### src/rtl/exu_oitf_pkg.sv
// Shared defaults for the outstanding-instruction track FIFO.
// Instantiating modules may override them through parameters.
package exu_oitf_pkg;

    localparam int RFIDX_WIDTH_DEF = 5;
    localparam int PC_SIZE_DEF     = 32;
    localparam int OITF_DEPTH_DEF  = 2;
    localparam int OITF_PTRW_DEF   = $clog2(OITF_DEPTH_DEF);

endpackage

### src/rtl/exu_oitf.sv
// Outstanding Instruction Track FIFO: tracks in-flight long-pipe destinations
// and flags RAW/WAW hazards for the instruction sitting at dispatch.
module exu_oitf
    import exu_oitf_pkg::*;
#(
    parameter int  DEPTH       = OITF_DEPTH_DEF,
    parameter int  RFIDX_WIDTH = RFIDX_WIDTH_DEF,
    parameter int  PC_SIZE     = PC_SIZE_DEF,
    localparam int PTRW        = $clog2(DEPTH)
) (
    input  logic                   clk,
    input  logic                   rst_n,

    input  logic                   dis_ena,
    output logic                   dis_ready,
    output logic [PTRW-1:0]        dis_ptr,
    input  logic                   disp_i_rdwen,
    input  logic [RFIDX_WIDTH-1:0] disp_i_rdidx,
    input  logic [PC_SIZE-1:0]     disp_i_pc,
    input  logic                   disp_i_rs1en,
    input  logic                   disp_i_rs2en,
    input  logic [RFIDX_WIDTH-1:0] disp_i_rs1idx,
    input  logic [RFIDX_WIDTH-1:0] disp_i_rs2idx,

    input  logic                   ret_ena,
    output logic [PTRW-1:0]        ret_ptr,
    output logic                   ret_rdwen,
    output logic [RFIDX_WIDTH-1:0] ret_rdidx,
    output logic [PC_SIZE-1:0]     ret_pc,

    output logic                   oitf_empty,
    output logic                   oitfrd_match_disprs1,
    output logic                   oitfrd_match_disprs2,
    output logic                   oitfrd_match_disprd
);

    localparam logic [PTRW-1:0] LAST = PTRW'(DEPTH - 1);

    logic [DEPTH-1:0]                  vld;
    logic [DEPTH-1:0]                  rdwen;
    logic [DEPTH-1:0][RFIDX_WIDTH-1:0] rdidx;
    logic [DEPTH-1:0][PC_SIZE-1:0]     pc;

    logic [PTRW-1:0] alc_ptr_r, ret_ptr_r;
    logic            alc_flg_r, ret_flg_r;

    logic full, empty, alc_fire, ret_fire;

    assign full     = (alc_ptr_r == ret_ptr_r) && (alc_flg_r != ret_flg_r);
    assign empty    = (alc_ptr_r == ret_ptr_r) && (alc_flg_r == ret_flg_r);
    assign alc_fire = dis_ena & ~full;
    assign ret_fire = ret_ena & ~empty;

    // Pointers wrap at DEPTH-1; the flag distinguishes full from empty.
    always_ff @(posedge clk or negedge rst_n) begin
        if (!rst_n) begin
            alc_ptr_r <= '0;
            alc_flg_r <= 1'b0;
        end else if (alc_fire) begin
            if (alc_ptr_r == LAST) begin
                alc_ptr_r <= '0;
                alc_flg_r <= ~alc_flg_r;
            end else begin
                alc_ptr_r <= alc_ptr_r + 1'b1;
            end
        end
    end

    always_ff @(posedge clk or negedge rst_n) begin
        if (!rst_n) begin
            ret_ptr_r <= '0;
            ret_flg_r <= 1'b0;
        end else if (ret_fire) begin
            if (ret_ptr_r == LAST) begin
                ret_ptr_r <= '0;
                ret_flg_r <= ~ret_flg_r;
            end else begin
                ret_ptr_r <= ret_ptr_r + 1'b1;
            end
        end
    end

    logic [DEPTH-1:0] hit_rs1, hit_rs2, hit_rd;

    // x0 is hardwired zero, so it never carries a real dependency.
    logic src1_nz, src2_nz, dst_nz;
    assign src1_nz = disp_i_rs1en & (disp_i_rs1idx != '0);
    assign src2_nz = disp_i_rs2en & (disp_i_rs2idx != '0);
    assign dst_nz  = disp_i_rdwen & (disp_i_rdidx  != '0);

    for (genvar i = 0; i < DEPTH; i++) begin : g_ent
        logic set_i, clr_i;

        // set and clr never coincide: that would need alc_ptr==ret_ptr while
        // neither full nor empty.
        assign set_i = alc_fire & (alc_ptr_r == PTRW'(i));
        assign clr_i = ret_fire & (ret_ptr_r == PTRW'(i));

        always_ff @(posedge clk or negedge rst_n) begin
            if (!rst_n) begin
                vld[i] <= 1'b0;
            end else if (set_i) begin
                vld[i] <= 1'b1;
            end else if (clr_i) begin
                vld[i] <= 1'b0;
            end
        end

        always_ff @(posedge clk or negedge rst_n) begin
            if (!rst_n) begin
                rdwen[i] <= 1'b0;
                rdidx[i] <= '0;
                pc[i]    <= '0;
            end else if (set_i) begin
                rdwen[i] <= disp_i_rdwen;
                rdidx[i] <= disp_i_rdidx;
                pc[i]    <= disp_i_pc;
            end
        end

        // A retiring entry still matches this cycle; vld drops at the edge.
        assign hit_rs1[i] = vld[i] & rdwen[i] & src1_nz & (rdidx[i] == disp_i_rs1idx);
        assign hit_rs2[i] = vld[i] & rdwen[i] & src2_nz & (rdidx[i] == disp_i_rs2idx);
        assign hit_rd[i]  = vld[i] & rdwen[i] & dst_nz  & (rdidx[i] == disp_i_rdidx);
    end

    assign oitfrd_match_disprs1 = |hit_rs1;
    assign oitfrd_match_disprs2 = |hit_rs2;
    assign oitfrd_match_disprd  = |hit_rd;

    assign dis_ready  = ~full;
    assign oitf_empty = empty;
    assign dis_ptr    = alc_ptr_r;
    assign ret_ptr    = ret_ptr_r;
    assign ret_rdwen  = rdwen[ret_ptr_r];
    assign ret_rdidx  = rdidx[ret_ptr_r];
    assign ret_pc     = pc[ret_ptr_r];

endmodule
### config.mk
export PLATFORM = sky130hd
export DESIGN_NAME = exu_oitf
export DESIGN_NICKNAME = d
export VERILOG_FILES = /design/src/rtl/exu_oitf_pkg.sv /design/src/rtl/exu_oitf.sv
export SDC_FILE = /design/constraint.sdc
export NUM_CORES = 1
export LEC_CHECK = 0
export BUFFER_PORTS_ARGS = -buffer_cell sky130_fd_sc_hd__buf_2
export CAP_MARGIN = 15
export CORE_MARGIN = 4
export CORE_UTILIZATION = 25
export CTS_CLUSTER_SIZE = 25
export DETAILED_ROUTE_END_ITERATION = 16
export SLEW_MARGIN = 10
export SYNTH_ARGS = -nofsm -noshare
export SYNTH_HDL_FRONTEND = slang
export SYNTH_SLANG_ARGS = --single-unit
### constraint.sdc
create_clock -name clk -period 2.1 [get_ports clk]
set_input_delay 0.42 -clock clk [delete_from_list [all_inputs] [get_ports clk]]
set_output_delay 0.42 -clock clk [all_outputs]
set_load 0.02 [all_outputs]
# Yosys cells after proc, flatten, opt, wreduce, memory -nomap -nowiden

Cells that the tools add are included.

Bits in registers: 82
Input port bits: 54
Logic and storage cells: 77

Add/sub/neg operators: 2
Magnitude comparators: 1
Eq/ne operators: 9
Mux-type cells: 12
Bitwise logic cells: 29
Reductions and logical operators: 12

Operator list:

| kind                | number |
|---|---|
| $mux 32             | 2 |
| $eq 5x5->1          | 6 |
| $and 1x1->1         | 23 |
| $reduce_bool 5->1   | 3 |
| $mux 5              | 2 |
| $mux 1              | 8 |
| $not 1->1           | 6 |
| $reduce_or 2->1     | 3 |
| $reduce_and 2->1    | 2 |
| $reduce_bool 2->1   | 2 |
| $add 1x1->1 const B | 2 |
| $eq 1x1->1          | 2 |
| $logic_and 1x1->1   | 2 |
| $lt 1x2->1 const B  | 1 |
| $ne 1x1->1          | 1 |

# Depth between registers and ports, before layout

Depth after elaboration: 7
Depth in mapped cells: 7
Depth with buffers taken out: 4

# Least setup slack after synthesis

Ideal clock, no wire load.

Path type: register to register
Start: register ret_ptr_r, in the netlist ret_ptr
End: register pc[26] (netlist name)
Library setup time: 0.125 ns
Data arrival time: 1.806 ns
Required time: 1.975 ns
Path slack: 0.169 ns
Stages on the path, launching flop included: 8
Buffers on the path: 3
Clock period less this slack: 1.931 ns
Cell sequence: dfrtp_1 > buf_2 > xor2_2 > nand2b_2 > nand3b_2 > buf_6 > buf_6 > mux2_2

Longest elaborated chain between the ends: 5

RTL lines:

| item                          | line            | source |
|---|---|---|
| start, declared               | exu_oitf.sv:44  | `logic [PTRW-1:0] alc_ptr_r, ret_ptr_r;` |
| start signal, assigned        | exu_oitf.sv:78  | `ret_ptr_r <= ret_ptr_r + 1'b1;` |
| $eq 1x1->1                    | exu_oitf.sv:49  | `assign full = (alc_ptr_r == ret_ptr_r) && (alc_flg_r != ret_flg_r);` |
| $logic_and 1x1->1             | exu_oitf.sv:49  |  |
| $not 1->1                     | -               |  |
| via dis_ready                 | exu_oitf.sv:15  | `output logic dis_ready,` |
| $and 1x1->1                   | exu_oitf.sv:51  | `assign alc_fire = dis_ena & ~full;` |
| $and 1x1->1                   | exu_oitf.sv:96  | `assign set_i = alc_fire & (alc_ptr_r == PTRW'(i));` |
| end signal, assigned by index | exu_oitf.sv:117 | `pc[i] <= disp_i_pc;` |
| end, declared                 | exu_oitf.sv:42  | `logic [DEPTH-1:0][PC_SIZE-1:0] pc;` |

The timed path passes the listed nets, and every way through them passes these cells.
A chain may end at the register's enable or synchronous reset.

# Worst setup path in the final report

Start: register rdidx[9] (netlist name)
End: output oitfrd_match_disprd

Longest elaborated chain between the ends: 3

RTL lines:

| item                            | line            | source |
|---|---|---|
| start, declared                 | exu_oitf.sv:41  | `logic [DEPTH-1:0][RFIDX_WIDTH-1:0] rdidx;` |
| start signal, assigned by index | exu_oitf.sv:116 | `rdidx[i] <= disp_i_rdidx;` |
| $eq 5x5->1                      | exu_oitf.sv:124 | `assign hit_rd[i] = vld[i] & rdwen[i] & dst_nz & (rdidx[i] == disp_i_rdidx);` |
| $and 1x1->1                     | exu_oitf.sv:124 |  |
| $reduce_or 2->1                 | exu_oitf.sv:129 | `assign oitfrd_match_disprd = \|hit_rd;` |
| end, declared                   | exu_oitf.sv:34  | `output logic oitfrd_match_disprd` |

No other way between the ends.

==> flow_summary_export.csv <==
group,metric,value,unit
sta,fin_crit_sh,104,%
setup_path,cp.arrival,1.76,ns
pwr,swShare,37.2,%
synthesis,synth_top_area_cell,"dfrtp_1",
setup_path,startpoint_type,"flip-flop",
die,core_area,15300,sq um
final_layout,final_util,33.8,%
sta,final_hold_viol_count,0,
sta,worstMarginPinSlew,0.333,ns
final_layout,nets,444,
placement,gp_congestion,0.846,
synthesis,yosys_warnings,0,
sta,holdWs,0.321,ns
synthesis,yosys-top-cells-count,"mux2_2, dfrtp_1, xor2_1, xnor2_1, buf_2",
synthesis,synth.most_common_cell,"mux2_2",
clock_network,htreeDepth,3,
global_routing,grt_pass1_vias,3063,
placement,dpl_worst_slack,0.128,ns
synthesis,syn-mean-instance-area,14.2,sq um
detailed_routing,drt_iter0_markers,75,
placement,hpwl,6630,microns
die,die_height,133,microns
sta,finalMaxSlewViolations,0,
setup_path,r2r_start,"ret_ptr",
synthesis,yosysTopAreaCellShare,52.3,%
sta,rsz0062_at_grt,"yes",
sta,fin_tns_setup,-0.0881,ns
clock_network,cts_tree,"built",
die,row_count,45,
final_layout,final_layout_size_suffix_gt1_share,65.8,%
final_layout,num_antenna_cells,0,
global_routing,antenna_found_initial,1,
global_routing,grt_max_degree,44,
pwr,power.internal,5.90,mW
sta,clock_skew,0.00803,ns
setup_path,reg2regPathDepth,5,
die,die_w,133,microns
global_routing,grt_util_all_layers,11.0,%
detailed_routing,wl_per_cell,15.4,microns
synthesis,async_flop_share,100,%
pwr,vdd_drop_max,929,uV
synthesis,syn_nets,331,
detailed_routing,via_per_inst,4.36,
worst_hold_path,hold_path_class,"input pin to flip-flop",
setup_path,worstSetupPathType,"flip-flop to output port",
sta,relSlewSlack,77.6,%
sta,period_minus_slack,2.18,ns
clock_network,cts_made_buffers,9,
global_routing,grt.overflow.total,0,
pwr,p_per_area,1820,nW/um^2
pwr,p_clk_share,18.0,%
synthesis,yosys_most_used_dff,"dfrtp_1",
detailed_routing,ant_nets,0,
sta,setup_viol,2,
setup_path,endpoint,"oitfrd_match_disprd",
final_layout,syn_to_final_growth,31.5,%
synthesis,netlist_area,3920,sq um
setup_path,worst_setup_path_end_kind,"output port",
pwr,seq_power_share,32.3,%
clock_network,numClockSinks,82,
pwr,switchingPower,3.50,mW
final_layout,n_fill_cell,1532,
pwr,pwr-share-comb,49.6,%
setup_path,regToRegEndpoint,"pc[24]",
setup_path,required,1.68,ns
synthesis,yosysSeqAreaShare,52.3,%
synthesis,post_synth_num_cell_types,19,
synthesis,synth_cells,277,
sta,finalWorstSetupSlack,-0.0846,ns
detailed_routing,firstDrtPassIters,4,
die,io_pins,99,
clock_network,cts.path.max_buffers,2,
detailed_routing,drcViolationCount,0,
placement,portBuffers,98,
clock_network,root_buffer,"clkbuf_16",
clock_network,clk_latency,0.34,ns
die,die_area,17700,sq um
outcome,run_status,"finished with violations",
clock_network,clk_pin_slew_worst_paths,0.06,ns
detailed_routing,via_count,2642,
die,initial_core_util,25.7,%
sta,max_freq,458,MHz
detailed_routing,drt_wl_total,9350,microns
outcome,violations,"setup timing",
synthesis,synth_area_leaders,"dfrtp_1, mux2_2, xor2_1",
setup_path,critPathLaunch,"rdidx[9]",
synthesis,synth_edf_count,0,
flow_run,maxCapViolCount,0,
setup_path,regToRegSetupSlack,0.30,ns
setup_path,path_max_fanout,4,
global_routing,grt_pass1_wl,15500,microns
pwr,p_leak,2.27,nW
synthesis,ys_ff_latch,82,
-- sequential cells by signal, indices dropped and copies added, names as in the netlist --
register / count
alc_flg_r: 1
vld: 2
ret_flg_r: 1
pc: 64
rdidx: 10
dis_ptr: 1
rdwen: 2
ret_ptr: 1
-- worst min path at each step --
stage,start,end,cells after the start
floorplan,rst_n,alc_flg_r,0
global placement,rst_n,pc[22],1
finish,disp_i_pc[3],pc[35],2
global route,disp_i_pc[19],pc[51],2
detailed placement,rst_n,pc[22],1
CTS,disp_i_pc[0],pc[32],2
-- cell families (layout without fill, tap and decap cells) --
group                     after synthesis  count (layout)  share of synthesized area [%]
xor gates and xnor gates               36              36                           8.23
muxes                                 114             114                           32.7
AOI/OAI and AO/OA                       9               9                           1.21
buffers and inverters                  13             131                           1.85
and+or+nand+nor                        23              23                           3.61
DFF                                    82              82                           52.3
-- what timing repair did --
action / in CTS / in global routing
gates resized for setup: 15 / 2
pin swaps: 12 / 7
hold buffers: 1 / 0
buffers inserted: 8 / 0
setup endpoints to repair: 3 / 3
hold endpoints to repair: 20 / 0
-- worst max-delay path, cell delays in order (launching register included) --
cell     delay (ns)
dfrtp_2        0.45
xor2_1         0.17
nor4_2         0.29
nand4_1        0.17
a21oi_2        0.19
buf_4          0.16
-- layer usage --
layer | vias to the layer above | GRT usage [%] | wire length (microns)
li1 | 1217 | - | -
met2 | 78 | 18.4 | 4540
met5 | - | 0 | 13
met4 | 2 | 5.37 | 211
met3 | 19 | 3.78 | 606
met1 | 1326 | 12.7 | 3980
-- area by class of cell --
type	count	area, sq um	area share, %
clock buffers	15	298	5.78
flip-flops and latches	82	2070	40.1
multi-input cells	182	1810	35.1
repair buffers	115	688	13.3
clock inverters	1	30.0	0.582
well taps	211	264	5.12
-- power groups by stage --
stage / sequential (mW) / clock [mW] / combinational, mW
floorplan: 2.85 / 0 / 3.36
global placement: 3.00 / 0 / 4.49
detailed placement: 3.06 / 0 / 4.57
CTS: 3.03 / 1.76 / 4.74
global route: 3.14 / 1.82 / 5.06
finish: 3.04 / 1.70 / 4.66
-- stage by stage --
stage / power, mW / instances / cell area (sq um)
4_1_cts: 9.53 / 606 / 5150
3_5_place_dp: 7.63 / 581 / 4720
5_1_grt: 10.0 / 606 / 5160
6_report: 9.40 / 606 / 5160
2_1_floorplan: 6.20 / 277 / 3920
3_3_place_gp: 7.49 / 581 / 4720
-- layout by cell type (no fill, tap or decap), types with 5 or more instances in the layout --
master       n
buf_2       94
buf_4       14
clkbuf_16    9
clkbuf_8     5
dfrtp_1     71
dfrtp_2     11
mux2_2     114
nand4_1      6
nor4_1       5
o21ai_0      5
xnor2_1     10
xor2_1      25
Power figures use the tool's default switching activity.
